==> src/rtl/switch_debounce_toggle_if.sv <==
// Bundle of the four switch channels: raw pins in, conditioned level/pulse/toggle out.
// The master drives the raw pins; the slave is the conditioning block.
interface switch_debounce_toggle_if;
  logic [3:0] i_Switch;
  logic [3:0] o_Sw_Level;
  logic [3:0] o_Press;
  logic [3:0] o_Release;
  logic [3:0] o_Toggle;

  modport master (
    output i_Switch,
    input  o_Sw_Level,
    input  o_Press,
    input  o_Release,
    input  o_Toggle
  );

  modport slave (
    input  i_Switch,
    output o_Sw_Level,
    output o_Press,
    output o_Release,
    output o_Toggle
  );
endinterface

==> src/rtl/switch_debounce_toggle.sv <==
// Four-channel push-button conditioner: 2-flop synchroniser, stability-counter debounce,
// registered press/release pulses and a press-toggled latch per channel.
module switch_debounce_toggle #(
  parameter int DEBOUNCE_CYCLES = 250000,
  parameter int CNT_WIDTH       = 18
) (
  input  logic                   i_Clk,
  input  logic                   i_Rst_n,
  switch_debounce_toggle_if.slave sw
);

  localparam logic [CNT_WIDTH-1:0] CNT_LAST = CNT_WIDTH'(DEBOUNCE_CYCLES - 1);

  logic [3:0]                sync_p0;
  logic [3:0]                sync_p1;
  logic [3:0][CNT_WIDTH-1:0] cnt_p2;
  logic [3:0]                level_p2;
  logic [3:0]                press_p2;
  logic [3:0]                release_p2;
  logic [3:0]                toggle_p3;
  logic [3:0]                accept;

  // Stage p0/p1: two-flop synchroniser, nothing between the flops
  always_ff @(posedge i_Clk or negedge i_Rst_n) begin
    if (!i_Rst_n) begin
      sync_p0 <= '0;
      sync_p1 <= '0;
    end else begin
      sync_p0 <= sw.i_Switch;
      sync_p1 <= sync_p0;
    end
  end

  always_comb begin
    accept = '0;
    for (int k = 0; k < 4; k++) begin
      accept[k] = (sync_p1[k] != level_p2[k]) && (cnt_p2[k] == CNT_LAST);
    end
  end

  // Stage p2: debounce; any agreeing sample discards the count, acceptance clears it
  always_ff @(posedge i_Clk or negedge i_Rst_n) begin
    if (!i_Rst_n) begin
      cnt_p2     <= '0;
      level_p2   <= '0;
      press_p2   <= '0;
      release_p2 <= '0;
    end else begin
      for (int k = 0; k < 4; k++) begin
        if (sync_p1[k] == level_p2[k]) begin
          cnt_p2[k] <= '0;
        end else if (accept[k]) begin
          cnt_p2[k]   <= '0;
          level_p2[k] <= sync_p1[k];
        end else begin
          cnt_p2[k] <= cnt_p2[k] + CNT_WIDTH'(1);
        end
      end
      press_p2   <= accept & sync_p1;
      release_p2 <= accept & ~sync_p1;
    end
  end

  // Stage p3: toggle latch flips on the press pulse, visible the following cycle
  always_ff @(posedge i_Clk or negedge i_Rst_n) begin
    if (!i_Rst_n) begin
      toggle_p3 <= '0;
    end else begin
      toggle_p3 <= toggle_p3 ^ press_p2;
    end
  end

  assign sw.o_Sw_Level = level_p2;
  assign sw.o_Press    = press_p2;
  assign sw.o_Release  = release_p2;
  assign sw.o_Toggle   = toggle_p3;

endmodule

==> src/flat_wrapper.sv <==
// flat-port wrapper written by rule: the top's interface ports become plain ports
module switch_debounce_toggle_flat 
#(
  parameter int DEBOUNCE_CYCLES = 250000,
  parameter int CNT_WIDTH       = 18
)
  (i_Clk, i_Rst_n, sw_i_Switch, sw_o_Sw_Level, sw_o_Press, sw_o_Release, sw_o_Toggle);
  switch_debounce_toggle_if sw_i ();
  input  logic i_Clk;
  input  logic i_Rst_n;
  input wire logic [$bits(sw_i.i_Switch)-1:0] sw_i_Switch;
  output wire logic [$bits(sw_i.o_Sw_Level)-1:0] sw_o_Sw_Level;
  output wire logic [$bits(sw_i.o_Press)-1:0] sw_o_Press;
  output wire logic [$bits(sw_i.o_Release)-1:0] sw_o_Release;
  output wire logic [$bits(sw_i.o_Toggle)-1:0] sw_o_Toggle;
  assign sw_i.i_Switch = sw_i_Switch;
  assign sw_o_Sw_Level = sw_i.o_Sw_Level;
  assign sw_o_Press = sw_i.o_Press;
  assign sw_o_Release = sw_i.o_Release;
  assign sw_o_Toggle = sw_i.o_Toggle;
  switch_debounce_toggle #(.DEBOUNCE_CYCLES(DEBOUNCE_CYCLES), .CNT_WIDTH(CNT_WIDTH)) u_core (.i_Clk(i_Clk), .i_Rst_n(i_Rst_n), .sw(sw_i));
endmodule
==> config.mk <==
export PLATFORM = sky130hd
export DESIGN_NAME = switch_debounce_toggle_flat
export DESIGN_NICKNAME = d
export VERILOG_FILES = /design/src/rtl/switch_debounce_toggle_if.sv /design/src/rtl/switch_debounce_toggle.sv /design/src/flat_wrapper.sv
export SDC_FILE = /design/constraint.sdc
export NUM_CORES = 1
export LEC_CHECK = 0
export BUFFER_PORTS_ARGS = -buffer_cell sky130_fd_sc_hd__buf_2
export CORE_UTILIZATION = 50
export CTS_BUF_LIST = sky130_fd_sc_hd__clkbuf_8
export CTS_CLUSTER_SIZE = 16
export DETAILED_ROUTE_END_ITERATION = 16
export PLACE_DENSITY = 0.74
export SYNTH_ARGS = -nofsm -noshare
export SYNTH_HDL_FRONTEND = slang
export SYNTH_SLANG_ARGS = --single-unit
==> constraint.sdc <==
create_clock -name i_Clk -period 1.85 [get_ports i_Clk]
set_input_delay 0.4625 -clock i_Clk [delete_from_list [all_inputs] [get_ports i_Clk]]
set_output_delay 0.4625 -clock i_Clk [all_outputs]
set_load 0.02 [all_outputs]
==> results.py, run 1 <==
metrics = {
    "status": {
        "status": "finished with violations",
        "violated_checks": "setup timing",
    },
    "sta": {
        "finalCriticalPeriod_ns": 1.91,
        "final_max_slew_viol_count": 0,
        "final.setup_skew_ns": 0.0109,
        "fin_tns_setup_ns": -0.581,
        "max_transition_margin_pct": 71.7,
        "max_slew.worst_pin.slew_ns": 0.422,
        "timing.fmax_ghz": 0.524,
        "grt_setup_unrepaired": "yes",
        "setup_slack_ns": -0.0574,
        "count_of_endpoints_failing_setup_in_the_final_report": 19,
        "worst_hold_slack_ns": 0.192,
        "finalCritPeriodShare_pct": 103,
        "final-hold-violation-count": 0,
    },
    "place": {
        "portBuffers": 21,
        "globalplace.congestion": 0.866,
        "hpwl_mm": 5.76,
        "placed_area_um2": 5000,
    },
    "final_layout": {
        "finalInstanceArea_um2": 5440,
        "antennaDiodeCount": 0,
        "share_of_post_route_cells_with_drive_strength_above_1_pct": 24.3,
        "design.final.nets": 508,
        "regArea_um2": 2400,
        "fill_cells": 698,
        "syn_to_layout_area_delta_pct": 22.0,
        "multi_input_area_um2": 2100,
    },
    "logic_synthesis": {
        "synth_async_sr_flop_share_pct": 100,
        "synth_area_leader_cell": "sky130_fd_sc_hd__dfrtp_1",
        "synth_top_family_by_area": "simple AND/OR/NAND/NOR gates",
        "post_synth_fa_ha_maj_area_fraction_pct": 1.12,
        "yosysWarningCount": 0,
        "yosys.area_share.xor_xnor_pct": 12.8,
        "count_of_flip_flops_with_a_built_in_enable_after_synthesis": 0,
        "yosys.area_share.simple_pct": 25.9,
        "register_bit_total_from_synthesis": 96,
        "syn_nets": 437,
        "predominant_post_synthesis_flop_cell": "sky130_fd_sc_hd__dfrtp_1",
        "post_synth_mux_area_share_pct": 1.09,
        "synth-seq-area-share_pct": 53.9,
        "synth_compound_gate_area_share_pct": 2.81,
        "synthTopCellsByArea": "sky130_fd_sc_hd__dfrtp_1, sky130_fd_sc_hd__xnor2_1, sky130_fd_sc_hd__nor2_1",
        "synthCells": 427,
        "netlist_area_um2": 4460,
        "post_synth_num_cell_types": 45,
        "synthesis.area_per_instance_um2": 10.4,
        "synth_top_cell_area_share_pct": 53.9,
    },
    "drt": {
        "drt.antenna.violating_nets": 0,
        "drt_wl_total_mm": 8.98,
        "detail_route.drc_violations": 0,
        "drt-vias-per-instance": 5.48,
        "wl_per_cell_um": 14.7,
        "via_count": 3349,
        "drt_iter0_drc": 180,
        "firstDrtPassIters": 4,
    },
    "global_route": {
        "grt_pass1_wl_mm": 14.0,
        "grt_pass1_vias": 3164,
        "maximum_number_of_pins_on_one_net_before_global_route_repair": 32,
        "grt_antenna_before_repair": 0,
        "grtUsageTotal_pct": 19.4,
        "globalRoute.totalOverflow": 0,
    },
    "worst_setup_path": {
        "timing.setup.critical_path_class": "register to register",
        "slowest_stage": "sky130_fd_sc_hd__or4_4",
        "kind_of_capture_point_of_the_worst_setup_path": "register",
        "worst_ep_arrival_time_ns": 2.16,
        "setup.worst_path.start_class": "register",
        "r2r.worst_path.cells": 6,
        "cp_data_required_time_ns": 2.10,
        "path_cells": "or4_4 -> nor4_4 -> buf_4 -> a31o_4 -> clkbuf_16 -> nor2_4",
        "crit_path_max_fanout": 4,
        "critical-path-max-stage-delay_ns": 0.55,
    },
    "job": {
        "max_cap_violations": 0,
    },
    "clock_tree": {
        "worstSkewPairLatency_ns": 0.37,
        "cts_made_buffers": 9,
        "root_buffer": "sky130_fd_sc_hd__clkbuf_8",
        "clkSlewWorstSetupHoldPaths_ns": 0.10,
        "tritoncts": "yes",
        "h_tree_levels": 3,
        "cts-root-to-sink-buffers": 2,
        "cts.sinks": 96,
    },
    "pwr": {
        "post-layout-total-power_mw": 3.77,
        "p_leak_nw": 2.36,
        "power.ir.vdd_worst_uv": 377,
        "power_per_cell_area_nw_per_um2": 693,
    },
    "die": {
        "start_util_pct": 51.4,
        "coreArea_um2": 8680,
        "die-height_um": 96.5,
        "design.die.area_um2": 9300,
        "design.portCount": 22,
        "core.rowCount": 34,
        "die_width_um": 96.5,
    },
    "worst_hold_path": {
        "min-delay-path-class": "input port to register",
        "min_path_cells": 1,
    },
}
[metal layers]
layer	up-vias	share of wire [%]	track usage [%]	wire, um
met4	0	1.5	5.88	133
met3	12	3.6	4.54	324
met5	-	0	0	0
li1	1626	-	-	-
met1	1645	44	24.8	3920
met2	66	51	32.9	4610
[cells in the final DEF, fill, tap and decap left out, types with 3 or more instances in the layout]
cell type	instances
sky130_fd_sc_hd__a21oi_1	5
sky130_fd_sc_hd__a21oi_2	3
sky130_fd_sc_hd__and3_1	4
sky130_fd_sc_hd__and4_1	6
sky130_fd_sc_hd__buf_12	4
sky130_fd_sc_hd__buf_2	20
sky130_fd_sc_hd__buf_4	40
sky130_fd_sc_hd__clkbuf_8	9
sky130_fd_sc_hd__dfrtp_1	96
sky130_fd_sc_hd__ha_1	4
sky130_fd_sc_hd__inv_1	11
sky130_fd_sc_hd__inv_6	3
sky130_fd_sc_hd__nand2_1	23
sky130_fd_sc_hd__nand3_1	24
sky130_fd_sc_hd__nand4_1	21
sky130_fd_sc_hd__nand4b_1	3
sky130_fd_sc_hd__nor2_1	67
sky130_fd_sc_hd__nor2_2	5
sky130_fd_sc_hd__nor2_4	9
sky130_fd_sc_hd__nor3_1	13
sky130_fd_sc_hd__nor4_1	12
sky130_fd_sc_hd__o21ai_0	6
sky130_fd_sc_hd__or3_1	6
sky130_fd_sc_hd__or4_1	4
sky130_fd_sc_hd__xnor2_1	39
sky130_fd_sc_hd__xor2_1	26
[final timing paths]
kind | startpoint | endpoint | slack (ns)
worst max-delay path | u_core.cnt_p2[47] | u_core.cnt_p2[47] | -0.06
worst min-delay path | sw_i_Switch[3] | u_core.sync_p0[3] | 0.19
worst max register to register | u_core.cnt_p2[47] | u_core.cnt_p2[47] | -0.06
worst min register to register | u_core.sync_p0[3] | u_core.sync_p1[3] | 0.36
max in group asynchronous | i_Rst_n | u_core.sw.o_Press[0] | 0.79
min in group asynchronous | i_Rst_n | u_core.cnt_p2[33] | 0.54
[cells in the mapped netlist (all sizes together) (7+ instances only)]
cell and number:
a21oi 8, dfrtp 96, inv 11, nand2 23, nand3 25, nand4 23
nor2 81, nor3 15, nor4 15, o21ai 7, or3 7, xnor2 39
xor2 26
[flip-flops by register name, summed over array words and instances (netlist names)]
name,count
u_core.sync_p0,4
u_core.sw.o_Toggle,4
u_core.sw.o_Sw_Level,4
u_core.sw.o_Release,4
u_core.sw.o_Press,4
u_core.cnt_p2,72
u_core.sync_p1,4
[per-stage QoR]
stage | utilization [%] | instances | setup slack (ns)
after floorplan | - | 427 | -0.0223
after global placement | 57.6 | 589 | 0.00457
after detailed placement | 57.6 | 589 | -0.0714
after CTS | 60.5 | 608 | -0.0580
after global routing | 62.7 | 611 | -0.123
final | 62.7 | 611 | -0.0574
[critical path, delay by kind of cell (launching register included)]
kind | cells | cell delay (ns)
simple gates | 3 | 0.86
buf+inv | 2 | 0.33
compound gates | 1 | 0.21
flops | 1 | 0.39
[layout make-up]
| type | count | share of cell area [%] |
|---|---|---|
| clock buffer | 9 | 2.28 |
| sequential | 96 | 44.2 |
| tap | 108 | 2.48 |
| clock inverter | 7 | 1.56 |
| multi-input combinational | 312 | 38.6 |
| inverter | 11 | 0.759 |
| timing repair buffer | 68 | 10.1 |
[cell families after synthesis]
logic type                 Yosys count
buffers and inverters               19
and+or+nand+nor                    219
DFF                                 96
adders and majority gates            4
AOI/OAI and AO/OA                   20
xor gates and xnor gates            65
muxes                                4
[timing repair]
item                                   CTS  global route
resized for setup                        3            34
hold buffers                             1             0
gates cloned                             0             3
endpoints found under the hold margin    8             0
pin swaps                                2            12
buffers inserted                         2             1
setup endpoints to repair                1            24
[power breakdown]
group	internal, mW	leakage [nW]	switching, mW
sequential	2.13	1.31	0.0304
combinational	0.0763	0.938	0.111
clock	0.653	0.107	0.771
total	2.86	2.36	0.913
(Power assumes the default switching activity.)
==> run 2: changes to the inputs <==
Settings changed: PLACE_DENSITY 0.74 to 0.71, SETUP_SLACK_MARGIN set to 0.3.
Clock period 1.85 ns to 2.02 ns, I/O delays scaled along.
==> run 2 against run 1 <==
  * The flow now finishes without violations
  * Clock power shrank 8%
  * Critical path depth shrank 2
  * Via count grew 0.78%
  * Worst hold slack lost 0.13 ns
  * Final cell count shrank 0.16%
  * Core utilization shrank 0.058 points
  * Global-route usage grew 1.3 points
  * Maximum frequency shrank 1.4%
  * Power shrank 8.9%
  * Critical path type unchanged
  * Critical endpoint is now u_core.sw.o_Sw_Level[2]
==> results.py, run 2 (synthesis gave the netlist of run 1 again) <==
metrics = {
    "drt": {
        "drt_iter0_drc": 130,
        "drt.antenna.violating_nets": 0,
        "via_count": 3375,
        "detail_route.drc_violations": 0,
        "wl_per_cell_um": 14.8,
        "firstDrtPassIters": 4,
        "drt-vias-per-instance": 5.53,
        "drt_wl_total_mm": 9.00,
    },
    "die": {
        "core.rowCount": 34,
        "die_width_um": 96.5,
        "die-height_um": 96.5,
        "start_util_pct": 51.4,
        "design.portCount": 22,
        "design.die.area_um2": 9300,
        "coreArea_um2": 8680,
    },
    "sta": {
        "finalCriticalPeriod_ns": 1.93,
        "fin_tns_setup_ns": 0,
        "max_transition_margin_pct": 70.8,
        "final_max_slew_viol_count": 0,
        "final-hold-violation-count": 0,
        "timing.fmax_ghz": 0.517,
        "setup_slack_ns": 0.0857,
        "final.setup_skew_ns": 0.0100,
        "count_of_endpoints_failing_setup_in_the_final_report": 0,
        "max_slew.worst_pin.slew_ns": 0.438,
        "grt_setup_unrepaired": "yes",
        "finalCritPeriodShare_pct": 95.8,
    },
    "final_layout": {
        "finalInstanceArea_um2": 5440,
        "max_flop_register": "u_core.cnt_p2",
        "flip_flop_count_of_the_largest_register_after_layout": 72,
        "syn_to_layout_area_delta_pct": 21.9,
        "layout_common_cells": "sky130_fd_sc_hd__dfrtp_1, sky130_fd_sc_hd__nor2_1, sky130_fd_sc_hd__buf_4",
        "final_common_cell": "sky130_fd_sc_hd__dfrtp_1",
        "antennaDiodeCount": 0,
        "design.final.nets": 507,
        "share_of_post_route_cells_with_drive_strength_above_1_pct": 29.3,
    },
    "worst_setup_path": {
        "crit_path_max_fanout": 3,
        "r2r.worst_path.cells": 4,
        "slowest_stage": "sky130_fd_sc_hd__or4_4",
        "kind_of_capture_point_of_the_worst_setup_path": "register",
        "path_cells": "or4_4 -> nor4_4 -> and4b_1 -> mux2_4",
        "crit-reg2reg-capture": "u_core.sw.o_Sw_Level[2]",
        "worst_r2r_startpoint": "u_core.cnt_p2[44]",
        "setup.worst_path.start_class": "register",
        "cp_data_required_time_ns": 2.28,
        "timing.setup.critical_path_class": "register to register",
        "critical-path-max-stage-delay_ns": 0.55,
        "worst_ep_arrival_time_ns": 2.19,
        "regToRegSetupSlack_ns": 0.09,
    },
    "pwr": {
        "p_sw_share_pct": 23.9,
        "pwr-share-seq_pct": 57.5,
        "comb_power_share_pct": 4.3,
        "power_per_cell_area_nw_per_um2": 632,
        "internal_power_mw": 2.61,
        "post-layout-total-power_mw": 3.43,
        "p_leak_nw": 2.31,
        "power.switching_mw": 0.821,
        "power.ir.vdd_worst_uv": 421,
        "clockPowerShare_pct": 38.2,
    },
    "global_route": {
        "grt_pass1_wl_mm": 14.5,
        "grt_pass1_vias": 3214,
        "globalRoute.totalOverflow": 0,
        "grt_antenna_before_repair": 0,
        "maximum_number_of_pins_on_one_net_before_global_route_repair": 38,
        "grtUsageTotal_pct": 20.7,
    },
    "place": {
        "globalplace.congestion": 0.864,
        "placed_area_um2": 4760,
        "portBuffers": 21,
        "hpwl_mm": 5.55,
        "place_ws_ns": 0.0820,
    },
    "status": {
        "status": "completed",
    },
    "clock_tree": {
        "root_buffer": "sky130_fd_sc_hd__clkbuf_8",
        "tritoncts": "yes",
        "cts.sinks": 96,
        "h_tree_levels": 3,
        "worstSkewPairLatency_ns": 0.37,
        "hold_buf_count_cts": 0,
        "cts-root-to-sink-buffers": 2,
        "cts_made_buffers": 9,
        "clkSlewWorstSetupHoldPaths_ns": 0.09,
    },
    "job": {
        "max_cap_violations": 0,
    },
    "worst_hold_path": {
        "min-delay-path-class": "input port to async pin",
    },
}
==> run 2: worst max path at each step <==
stage | slack [ns] | end | start | cells after the start
after floorplan | 0.15 | u_core.sw.o_Sw_Level[2] | u_core.cnt_p2[47] | 4
after global placement | 0.13 | u_core.sw.o_Sw_Level[2] | u_core.cnt_p2[44] | 4
after detailed placement | 0.08 | u_core.sw.o_Sw_Level[2] | u_core.cnt_p2[44] | 4
after CTS | 0.13 | u_core.sw.o_Sw_Level[2] | u_core.cnt_p2[41] | 4
after global routing | 0.03 | u_core.sw.o_Sw_Level[2] | u_core.cnt_p2[44] | 4
final | 0.09 | u_core.sw.o_Sw_Level[2] | u_core.cnt_p2[44] | 4
==> run 2: power groups by stage <==
stage / logic, mW / registers (mW) / clock network [mW]
6_report: 0.148 / 1.98 / 1.31
5_1_grt: 0.170 / 1.98 / 1.41
4_1_cts: 0.142 / 1.98 / 1.34
3_5_place_dp: 0.130 / 2.01 / 0
3_3_place_gp: 0.126 / 2.01 / 0
2_1_floorplan: 0.0680 / 2.01 / 0
==> run 2: final cells by class <==
cell class	instances	area (um^2)
fill	692	3240
clock inverter	6	66.3
inverter	11	41.3
tap	108	135
sequential	96	2410
timing repair buffer	67	497
multi-input combinational	312	2140
clock buffer	10	138
==> run 2: worst max-delay path, delay by kind of cell (launching register included) <==
kind             cells  cell delay [ns]
AND/OR/NAND/NOR      3             1.12
multiplexers         1             0.31
flip-flops           1             0.40
==> run 2: metal layers <==
layer	vias up	routed length [um]	global-route usage (%)
met5	-	0	0
met4	0	138	8.09
met3	10	269	5.40
met2	61	4400	33.0
met1	1678	4190	27.0
li1	1626	-	-
==> run 2: timing repair <==
| item | in CTS | in global routing |
|---|---|---|
| gates resized for setup | 41 | 17 |
| cloned | 2 | 0 |
| setup buffers | 14 | 18 |
| endpoints found under the setup margin | 43 | 52 |
| pin swaps | 14 | 14 |
| hold endpoints to repair | 0 | 0 |
==> run 2: stage by stage <==
stage               instances  hold WS (ns)  utilization, %
finish                    610        0.0642            62.6
global route              610        0.0780            62.6
CTS                       592        0.0642            60.3
detailed placement        560         0.335            54.9
global placement          560         0.332            54.9
floorplan                 427         0.209               -
==> run 3: changes to the inputs <==
Settings changed: ABC_AREA set to 1, PLACE_DENSITY 0.71 to 0.74.
Clock period 2.02 ns to 1.6 ns, I/O delays scaled along.
==> run 3 against run 2 <==
  * Sequential power increased by 26%
  * Worst setup slack improved by 0.10 ns
  * Clock skew increased by 0.00059 ns
  * Clock-buffer cell count decreased by 1
  * Via count increased by 21%
  * First-iteration DRC count increased by 84%
  * Power increased by 25%
  * Area after synthesis increased by 7.4%
  * Clock power increased by 15%
  * Routed wire length increased by 32%
  * Combinational power increased by 100%
==> results.py, run 3 <==
metrics = {
    "drt": {
        "drt_iter0_drc": 239,
        "met3RoutedLength_um": 493,
        "via_count": 4075,
        "drt_wl_total_mm": 11.8,
        "detail_route.drc_violations": 0,
        "met2_wirelength_mm": 6.22,
        "wl_per_cell_um": 15.1,
        "drt-vias-per-instance": 5.20,
        "firstDrtPassIters": 8,
        "top_layer_used_by_detailed_routing": "met4",
        "drt.antenna.violating_nets": 0,
        "drt-met1-wl_mm": 4.98,
    },
    "global_route": {
        "grt_pass1_vias": 3776,
        "grtUsageTotal_pct": 21.4,
        "grt_antenna_before_repair": 0,
        "maximum_number_of_pins_on_one_net_before_global_route_repair": 31,
        "grt_pass1_wl_mm": 16.8,
        "globalRoute.totalOverflow": 0,
    },
    "sta": {
        "final_max_slew_viol_count": 0,
        "finalCriticalPeriod_ns": 1.41,
        "max_transition_margin_pct": 72.0,
        "count_of_endpoints_failing_setup_in_the_final_report": 0,
        "timing.fmax_ghz": 0.707,
        "final.setup_skew_ns": 0.0106,
        "finalCritPeriodShare_pct": 88.4,
        "final-hold-violation-count": 0,
        "grt_setup_unrepaired": "yes",
        "fin_tns_setup_ns": 0,
        "max_slew.worst_pin.slew_ns": 0.420,
    },
    "logic_synthesis": {
        "yosysWarningCount": 0,
        "predominant_post_synthesis_flop_cell": "sky130_fd_sc_hd__dfrtp_1",
        "most_repeated_cell_in_the_gate_level_netlist_after_synthesis": "sky130_fd_sc_hd__nor2_1",
        "synth_area_leader_cell": "sky130_fd_sc_hd__dfrtp_1",
        "synth_async_sr_flop_share_pct": 100,
        "syn_nets": 569,
        "synth_top_cell_area_share_pct": 50.1,
        "synthCells": 559,
        "synthTopCellsByArea": "sky130_fd_sc_hd__dfrtp_1, sky130_fd_sc_hd__nor2_1, sky130_fd_sc_hd__xor2_1",
        "netlist_area_um2": 4790,
        "synth-seq-area-share_pct": 50.1,
        "netlist_top_cells_count": "sky130_fd_sc_hd__nor2_1, sky130_fd_sc_hd__dfrtp_1, sky130_fd_sc_hd__nand2_1",
        "count_of_flip_flops_with_a_built_in_enable_after_synthesis": 0,
        "register_bit_total_from_synthesis": 96,
        "post_synth_num_cell_types": 25,
        "synthesis.area_per_instance_um2": 8.57,
    },
    "worst_setup_path": {
        "regToRegSetupSlack_ns": 0.19,
        "crit_path_max_fanout": 4,
        "worstSetupEndpoint": "u_core.cnt_p2[51]",
        "r2r.worst_path.cells": 7,
        "worst_ep_arrival_time_ns": 1.67,
        "critical_path_depth": 7,
        "critical_path.startpoint": "u_core.cnt_p2[40]",
        "path_cells": "nor2_1 -> nand3_2 -> nor2_4 -> buf_4 -> nand3_2 -> nand3_1 -> nor2_1",
        "critical-path-max-stage-delay_ns": 0.43,
        "setup.worst_path.start_class": "register",
        "cp_data_required_time_ns": 1.86,
        "timing.setup.critical_path_class": "register to register",
        "cp.buffers_inverters": 1,
        "crit-reg2reg-capture": "u_core.cnt_p2[51]",
        "slowest_stage": "sky130_fd_sc_hd__dfrtp_1",
        "kind_of_capture_point_of_the_worst_setup_path": "register",
        "worst_r2r_startpoint": "u_core.cnt_p2[40]",
        "cpLargestDelayFamily": "simple AND/OR/NAND/NOR gates",
    },
    "clock_tree": {
        "root_buffer": "sky130_fd_sc_hd__clkbuf_8",
        "worstSkewPairLatency_ns": 0.36,
        "tritoncts": "yes",
        "clkSlewWorstSetupHoldPaths_ns": 0.09,
        "h_tree_levels": 3,
        "cts-root-to-sink-buffers": 2,
        "cts_made_buffers": 9,
        "cts.sinks": 96,
    },
    "pwr": {
        "comb_power_share_pct": 6.9,
        "pwr-share-seq_pct": 58.0,
        "clockPowerShare_pct": 35.0,
        "p_leak_nw": 2.73,
        "p_sw_share_pct": 24.0,
        "internal_power_mw": 3.27,
        "power.ir.vdd_worst_uv": 487,
        "post-layout-total-power_mw": 4.31,
        "power.switching_mw": 1.03,
        "power_per_cell_area_nw_per_um2": 657,
    },
    "job": {
        "max_cap_violations": 0,
    },
    "place": {
        "portBuffers": 21,
        "hpwl_mm": 6.71,
        "globalplace.congestion": 0.956,
    },
    "die": {
        "design.die.area_um2": 9980,
        "die_width_um": 99.9,
        "coreArea_um2": 9240,
        "core.rowCount": 35,
        "start_util_pct": 51.8,
        "design.portCount": 22,
        "die-height_um": 99.9,
    },
    "final_layout": {
        "syn_to_layout_area_delta_pct": 36.9,
        "layout_common_cells": "sky130_fd_sc_hd__nor2_1, sky130_fd_sc_hd__dfrtp_1, sky130_fd_sc_hd__nand2_1",
        "share_of_post_route_cells_with_drive_strength_above_1_pct": 40.4,
        "flip_flop_count_of_the_largest_register_after_layout": 72,
        "final_common_cell": "sky130_fd_sc_hd__nor2_1",
        "max_flop_register": "u_core.cnt_p2",
        "antennaDiodeCount": 0,
        "design.final.nets": 661,
    },
    "worst_hold_path": {
        "min-delay-path-class": "input port to register",
    },
    "status": {
        "status": "completed",
    },
}
## run 3: cell types whose count changed after synthesis, sizes merged, moves of 16 or more
cell and change:
nand3 +26, nor2 +93, xnor2 -24, nand4 -16, nand2 +78, inv +37
## run 3: what timing repair did
action / 4_1_cts / 5_1_grt
hold endpoints to repair: 26 / 0
hold buffers: 1 / 0
gates resized for setup: 67 / 141
setup buffers: 18 / 32
pin swaps: 8 / 50
endpoints found under the setup margin: 71 / 80
cloned: 0 / 6
## run 3: cell type report
class	instances	area, um^2
tap	129	161
clock inverter	5	51.3
sequential	96	2420
fill	614	2680
inverter	48	193
multi-input combinational	421	2960
timing repair buffer	75	648
clock buffer	9	124
## run 3: cell families after synthesis
logic type	after synthesis	share of synthesized area, %
flip-flops	96	50.1
adder cells (fa/ha/maj)	4	1.04
XOR/XNOR	49	8.96
AND/OR/NAND/NOR	347	34.5
buffers and inverters	48	3.76
AO/OA/AOI/OAI	15	1.62
## run 3: power by group through the flow
stage	registers, mW	logic [mW]	clock network (mW)
6_report	2.50	0.299	1.51
2_1_floorplan	2.53	0.0829	0
3_5_place_dp	2.54	0.173	0
5_1_grt	2.51	0.328	1.65
4_1_cts	2.50	0.214	1.53
3_3_place_gp	2.53	0.168	0
## run 3: worst register-to-register path, delay by kind of cell, from the launching register on
family	cells	cell delay, ns
simple gates	6	0.74
flops	1	0.43
buf+inv	1	0.14
## run 3: per-stage QoR
| stage | area, um^2 | setup WS [ns] | util, % | instances | hold WS [ns] |
|---|---|---|---|---|---|
| 2_1_floorplan | 4790 | 0.321 | - | 559 | 0.104 |
| 3_3_place_gp | 5110 | 0.215 | 55.3 | 712 | 0.332 |
| 3_5_place_dp | 5110 | 0.142 | 55.3 | 712 | 0.337 |
| 4_1_cts | 5710 | 0.258 | 61.7 | 745 | 0.126 |
| 5_1_grt | 6560 | 0.121 | 71.0 | 783 | 0.122 |
| 6_report | 6560 | 0.185 | 71.0 | 783 | 0.136 |
## run 3: how the worst min path moves through the flow
stage                                 start  cells past startpoint           endpoint  slack (ns)
after floorplan                     i_Rst_n                      0   u_core.cnt_p2[0]        0.10
after global placement    u_core.sync_p0[1]                      0  u_core.sync_p1[1]        0.33
after detailed placement  u_core.sync_p0[1]                      0  u_core.sync_p1[1]        0.34
after CTS                    sw_i_Switch[0]                      1  u_core.sync_p0[0]        0.13
after global routing         sw_i_Switch[1]                      1  u_core.sync_p0[1]        0.12
final                        sw_i_Switch[0]                      1  u_core.sync_p0[0]        0.14
## run 3: layer usage
layer  vias to the layer above  track usage, %
met5                         -               0
met4                         0            7.58
met3                        17            4.39
met2                       105            35.6
met1                      2011            27.8
li1                       1942               -
